File: config.mk
export PLATFORM = sky130hd
export DESIGN_NAME = afifo_rd_ctrl
export DESIGN_NICKNAME = d
export VERILOG_FILES = /design/src/rtl/afifo_rd_ctrl.sv
export SDC_FILE = /design/constraint.sdc
export NUM_CORES = 1
export LEC_CHECK = 0
export CORE_ASPECT_RATIO = 1.4
export CORE_MARGIN = 2
export CORE_UTILIZATION = 44
export DETAILED_ROUTE_END_ITERATION = 6
export PLACE_DENSITY = 0.75
export REMOVE_ABC_BUFFERS = 1
export SLEW_MARGIN = 25
export SYNTH_ARGS = -nofsm -noshare
export SYNTH_HDL_FRONTEND = slang
export SYNTH_SLANG_ARGS = --single-unit
export TNS_END_PERCENT = 100
File: constraint.sdc
create_clock -name rclk -period 8.5 [get_ports rclk]
set_input_delay 1.7 -clock rclk [delete_from_list [all_inputs] [get_ports rclk]]
set_output_delay 1.7 -clock rclk [all_outputs]
set_load 0.01 [all_outputs]
File: src/rtl/afifo_rd_ctrl.sv
// Read-domain half of an asynchronous FIFO: write-pointer synchronizer, read pointers,
// empty/almost-empty/fill flags and a one-entry valid/ready output register.
module afifo_rd_ctrl #(
    parameter int DATASIZE  = 8,
    parameter int ADDRSIZE  = 4,
    parameter int AEMPTY_TH = 1
) (
    input  logic                rclk,
    input  logic                rrst_n,
    input  logic [ADDRSIZE:0]   wptr,
    input  logic [DATASIZE-1:0] mem_rdata,
    output logic [ADDRSIZE-1:0] raddr,
    output logic [ADDRSIZE:0]   rptr,
    output logic                rempty,
    output logic                raempty,
    output logic [ADDRSIZE:0]   rfill,
    output logic                rvalid,
    input  logic                rready,
    output logic [DATASIZE-1:0] rdata
);

    localparam int PW = ADDRSIZE + 1;

    logic [PW-1:0]       rbin_reg;
    logic [PW-1:0]       rptr_reg;
    logic [PW-1:0]       rq1_wptr_reg;
    logic [PW-1:0]       rq2_wptr_reg;
    logic [PW-1:0]       rfill_reg;
    logic                rempty_reg;
    logic                raempty_reg;
    logic                rvalid_reg;
    logic [DATASIZE-1:0] rdata_reg;

    logic                pop;
    logic [PW-1:0]       rbin_next;
    logic [PW-1:0]       rgray_next;
    logic [PW-1:0]       wbin_s;
    logic [PW-1:0]       rfill_next;
    logic                rempty_next;
    logic                raempty_next;
    logic                rvalid_next;
    logic [DATASIZE-1:0] rdata_next;

    // Gray-to-binary: each binary bit is the XOR of all Gray bits at or above it.
    genvar gi;
    generate
        for (gi = 0; gi < PW; gi++) begin : g_gray2bin
            assign wbin_s[gi] = ^rq2_wptr_reg[PW-1:gi];
        end
    endgenerate

    always_comb begin
        pop          = !rempty_reg && (!rvalid_reg || rready);
        rbin_next    = rbin_reg + PW'(pop);
        rgray_next   = rbin_next ^ (rbin_next >> 1);
        // Modular difference naturally yields DEPTH when the pointers differ only in the MSB.
        rfill_next   = wbin_s - rbin_next;
        rempty_next  = (rgray_next == rq2_wptr_reg);
        raempty_next = (rfill_next <= PW'(AEMPTY_TH));
    end

    // The output register reloads on every pop, so a simultaneous drain and refill has no bubble.
    always_comb begin
        rvalid_next = rvalid_reg;
        rdata_next  = rdata_reg;
        if (pop) begin
            rvalid_next = 1'b1;
            rdata_next  = mem_rdata;
        end else if (rvalid_reg && rready) begin
            rvalid_next = 1'b0;
        end
    end

    always_ff @(posedge rclk) begin
        if (!rrst_n) begin
            rbin_reg     <= '0;
            rptr_reg     <= '0;
            rq1_wptr_reg <= '0;
            rq2_wptr_reg <= '0;
            rfill_reg    <= '0;
            rempty_reg   <= 1'b1;
            raempty_reg  <= 1'b1;
            rvalid_reg   <= 1'b0;
            rdata_reg    <= '0;
        end else begin
            rq1_wptr_reg <= wptr;
            rq2_wptr_reg <= rq1_wptr_reg;
            rbin_reg     <= rbin_next;
            rptr_reg     <= rgray_next;
            rfill_reg    <= rfill_next;
            rempty_reg   <= rempty_next;
            raempty_reg  <= raempty_next;
            rvalid_reg   <= rvalid_next;
            rdata_reg    <= rdata_next;
        end
    end

    always_comb begin
        raddr   = rbin_reg[ADDRSIZE-1:0];
        rptr    = rptr_reg;
        rempty  = rempty_reg;
        raempty = raempty_reg;
        rfill   = rfill_reg;
        rvalid  = rvalid_reg;
        rdata   = rdata_reg;
    end

endmodule
==> results.md <==
GRT:
- The pin count of the biggest net entering global routing is 36.
- The initial antenna violation count is 0.
- The wire length of the first global-routing pass is 4260 microns.
- The remaining global-route overflow is 0.
- The via count of the first global-routing pass is 962.
- The aggregate global-route resource usage is 15.8%.

Setup path:
- The register-to-register path setup slack is 5.08 ns.
- The worst endpoint data arrival time is 5.19 ns.
- STA classifies the critical path startpoint as an input pin.
- The data required time of the worst path is 8.68 ns.
- By startpoint and endpoint, the worst setup path is classified as in2reg.
- The sort of element at the end of the critical path is a flip-flop.
- The startpoint identified for the worst register-to-register timing path is rvalid$_SDFFE_PN0P_.
- The most critical setup path has its startpoint at rready.
- The worst-path maximum fanout is 9.

STA:
- The upper clock frequency limit is 200 MHz.
- For the pin with the worst max-slew slack, the measured transition is 0.975 ns.
- The count of final max-slew check failures is 0.
- Final hold analysis gives a worst-case slack of 0.433 ns.
- The clock arrives with 0.00435 ns of skew.
- After layout, the minimum clock period comes to 5.01 ns.
- Setup violations remaining at the end of the flow were counted as 0.
- After routing, the total negative slack on setup checks comes to 0 ns.
- In this run the tightest slew margin relative to its limit is 34.9%.
- The post-route clock period utilization is 58.9%.
- Setup repair after global routing left no endpoint under its margin.
- The final number of hold-violating endpoints came to 0.

Placed design:
- In this run the tool buffered the top-level ports with 40 buffer cells.
- Once placement completed, the tool counted placed cells totaling 203.
- The final estimated routing congestion in global placement is 0.766.
- The detailed-placement wirelength estimate is 1900 microns.

Pwr:
- In this run the power density over the cells is 256 mW/mm^2.
- The standby leakage power is 0.000786 uW.
- The worst-case IR drop observed on VDD is 0.173 mV.

Synthesis:
- The warning count from the yosys run is 0.
- The cell with the most instances after synthesis is sky130_fd_sc_hd__dfxtp_1.
- Among all flip-flop cells after synthesis, the most frequent one is sky130_fd_sc_hd__dfxtp_1.
- The summed instance area of the synthesized netlist is 0.00140 sq mm.
- By count the netlist is led by 35 x sky130_fd_sc_hd__dfxtp_1, 19 x sky130_fd_sc_hd__and2_1, 13 x sky130_fd_sc_hd__nor2b_1.
- Sorting the synthesized cells by area gives the leading types as sky130_fd_sc_hd__dfxtp_1 50%, sky130_fd_sc_hd__and2_1 8.5%, sky130_fd_sc_hd__xor2_1 6.9%.
- In this run, synthesis inferred 0 flip-flops with an integrated enable.
- The synthesized design devotes to its leading area cell type 50.0% of total area.
- The number of unique standard cell types used by synthesis is 26.
- The average instance in the mapped netlist occupies 11.0 sq um.
- After synthesis, the share of flip-flops with an asynchronous set or reset is 0%.
- Synthesis produced a netlist whose cell count is 127.
- Sequential cells were found to cover 50.0% of the synthesized design area.
- The register bit count reported by yosys is 35.
- The synthesized design spends more area on one cell type than any other, namely sky130_fd_sc_hd__dfxtp_1.

Layout:
- The sequential cell area is 701 sq um.
- In the final design database the tool counted 193 nets.
- The number of non-filler instances in the completed layout is 210.
- The flip-flop count of the largest register after layout is 8.
- After filler insertion, the fill cell instance count of the layout stands at 254.
- The multi-input logic area is 671 sq um.
- The total inserted antenna cells is 0.
- The layout overhead on the synthesized area is 37.8%.
- The post-route netlist has 6.43% of its cells at a drive strength greater than 1.

Worst hold path:
- The startpoint of the tightest hold check path is rq1_wptr_reg[2]$_SDFF_PN0_.
- The classification of the worst-slack hold path is reg2reg.

Routing:
- After detailed routing, no signal wire sits above met4.
- The routed via count divided by cell count is 4.57.
- Summed over all nets, wire length on met3 after detailed routing comes to 96 microns.
- Summing over every cut layer, the via total after detailed routing is 960.
- Summed over all nets, wire length on met2 after detailed routing comes to 1400 microns.
- The detailed-router iteration count before antenna repair is 4.
- Once detail routing completed, the nets flagged for antenna violations numbered 0.
- The detailed router put a total of 899 microns of wire on met1.
- In this run, the number of DRC markers left after iteration 0 of detailed routing was 11.
- The number of remaining DRC errors is 0.
- Dividing the detail-routed wire length by the instance count gives 11.9 microns.
- The total wire length after detailed routing is 2500 microns.

Floorplan:
- The total core area is 0.00309 sq mm.
- The die is 51.7 microns wide.
- The full die area is 0.00366 sq mm.
- The floorplan row count is 24.
- 41 I/O pins were placed.
- The vertical die dimension is 70.8 microns.
- The initial standard-cell utilization of the core is 45.3%.

Clocking:
- The H-tree was split into 2 levels.
- At the later pin of the worst-skew pair, clock insertion delay measures 0.28 ns.
- In this run the deepest clock path goes through 2 buffers.
- The tree is rooted in a sky130_fd_sc_hd__clkbuf_8.
- The number of instances resized during post-cts repair is 0.
- The post-CTS repair timing setup buffer count is 0.
- TritonCTS built the clock tree.
- Buffers inserted to repair hold after CTS numbered 0.
- CTS saw 35 sinks.
- The number of buffers inserted during clock tree synthesis is 5.
- The CTS clock-pin slew for the worst setup and hold paths is 0.06 ns.

Flow run:
- The tool flagged a number of max-cap violations equal to 0.

Status:
- The flow ran to the end, and the final reports show no timing, DRC or antenna violations.
[cell families (layout without fill, tap and decap cells)]
group	count (synthesis)	after routing	share of synthesized area [%]
and+or+nand+nor	42	42	17.9
AOI/OAI and AO/OA	8	8	4.29
xor gates and xnor gates	20	20	14.0
DFF	35	35	50.0
muxes	8	8	5.71
buffers and inverters	8	52	2.14
adders and majority gates	6	6	5.89
[routing by layer]
layer / vias up / track usage [%]
met4: 0 / 11.1
met3: 12 / 3.80
met5: - / 0
met1: 433 / 16.3
li1: 491 / -
met2: 24 / 27.2
[layout make-up]
cell class,instances,area share [%]
inverter,4,0.778
multi-input combinational,84,34.7
tap,39,2.53
sequential,35,36.3
timing repair buffer,41,21.1
clock buffer,6,4.28
clock inverter,1,0.259
[placed cells by master (no fill, tap or decap), types with 2 or more instances in the layout]
master and n:
sky130_fd_sc_hd__and2_1 19, sky130_fd_sc_hd__clkbuf_8 6, sky130_fd_sc_hd__clkdlybuf4s50_1 40, sky130_fd_sc_hd__dfxtp_1 35, sky130_fd_sc_hd__ha_1 5, sky130_fd_sc_hd__inv_1 4
sky130_fd_sc_hd__mux2i_1 8, sky130_fd_sc_hd__nand2_1 3, sky130_fd_sc_hd__nand3_1 2, sky130_fd_sc_hd__nor2b_1 13, sky130_fd_sc_hd__o21ai_1 2, sky130_fd_sc_hd__xnor2_1 7
sky130_fd_sc_hd__xor2_1 11
[per-stage QoR]
stage	cell area [sq um]	setup WS (ns)	util (%)	power, uW
after global routing	1930	3.24	62.4	527
after global placement	1840	3.36	59.6	377
after floorplan	1390	4.08	-	306
final	1930	3.49	62.4	494
after detailed placement	1840	3.22	59.6	384
after CTS	1930	3.46	62.4	502
[report_power, final]
part           internal [uW]  switching [uW]
sequential               192            10.5
clock                   63.4            53.2
combinational           98.1            77.1
total                    354             141
[final timing paths]
kind                                                    to  cells past startpoint
worst max-delay path                    raempty$_SDFF_PN1_                     13
worst min-delay path            rq2_wptr_reg[2]$_SDFF_PN0_                      1
worst max register to register          raempty$_SDFF_PN1_                     12
worst min register to register  rq2_wptr_reg[2]$_SDFF_PN0_                      1
[worst max-delay path, stage by stage]
cell                              delay [ns]
sky130_fd_sc_hd__clkdlybuf4s50_1        0.44
sky130_fd_sc_hd__nand2b_1               0.11
sky130_fd_sc_hd__nor2b_1                0.77
sky130_fd_sc_hd__ha_1                   0.31
sky130_fd_sc_hd__ha_1                   0.23
sky130_fd_sc_hd__xor2_2                 0.35
sky130_fd_sc_hd__inv_1                  0.10
sky130_fd_sc_hd__ha_1                   0.35
sky130_fd_sc_hd__a21o_1                 0.18
sky130_fd_sc_hd__a31oi_1                0.18
sky130_fd_sc_hd__xnor2_1                0.10
sky130_fd_sc_hd__and2_4                 0.16
sky130_fd_sc_hd__a2111oi_2              0.18
(Power assumes the default switching activity.)
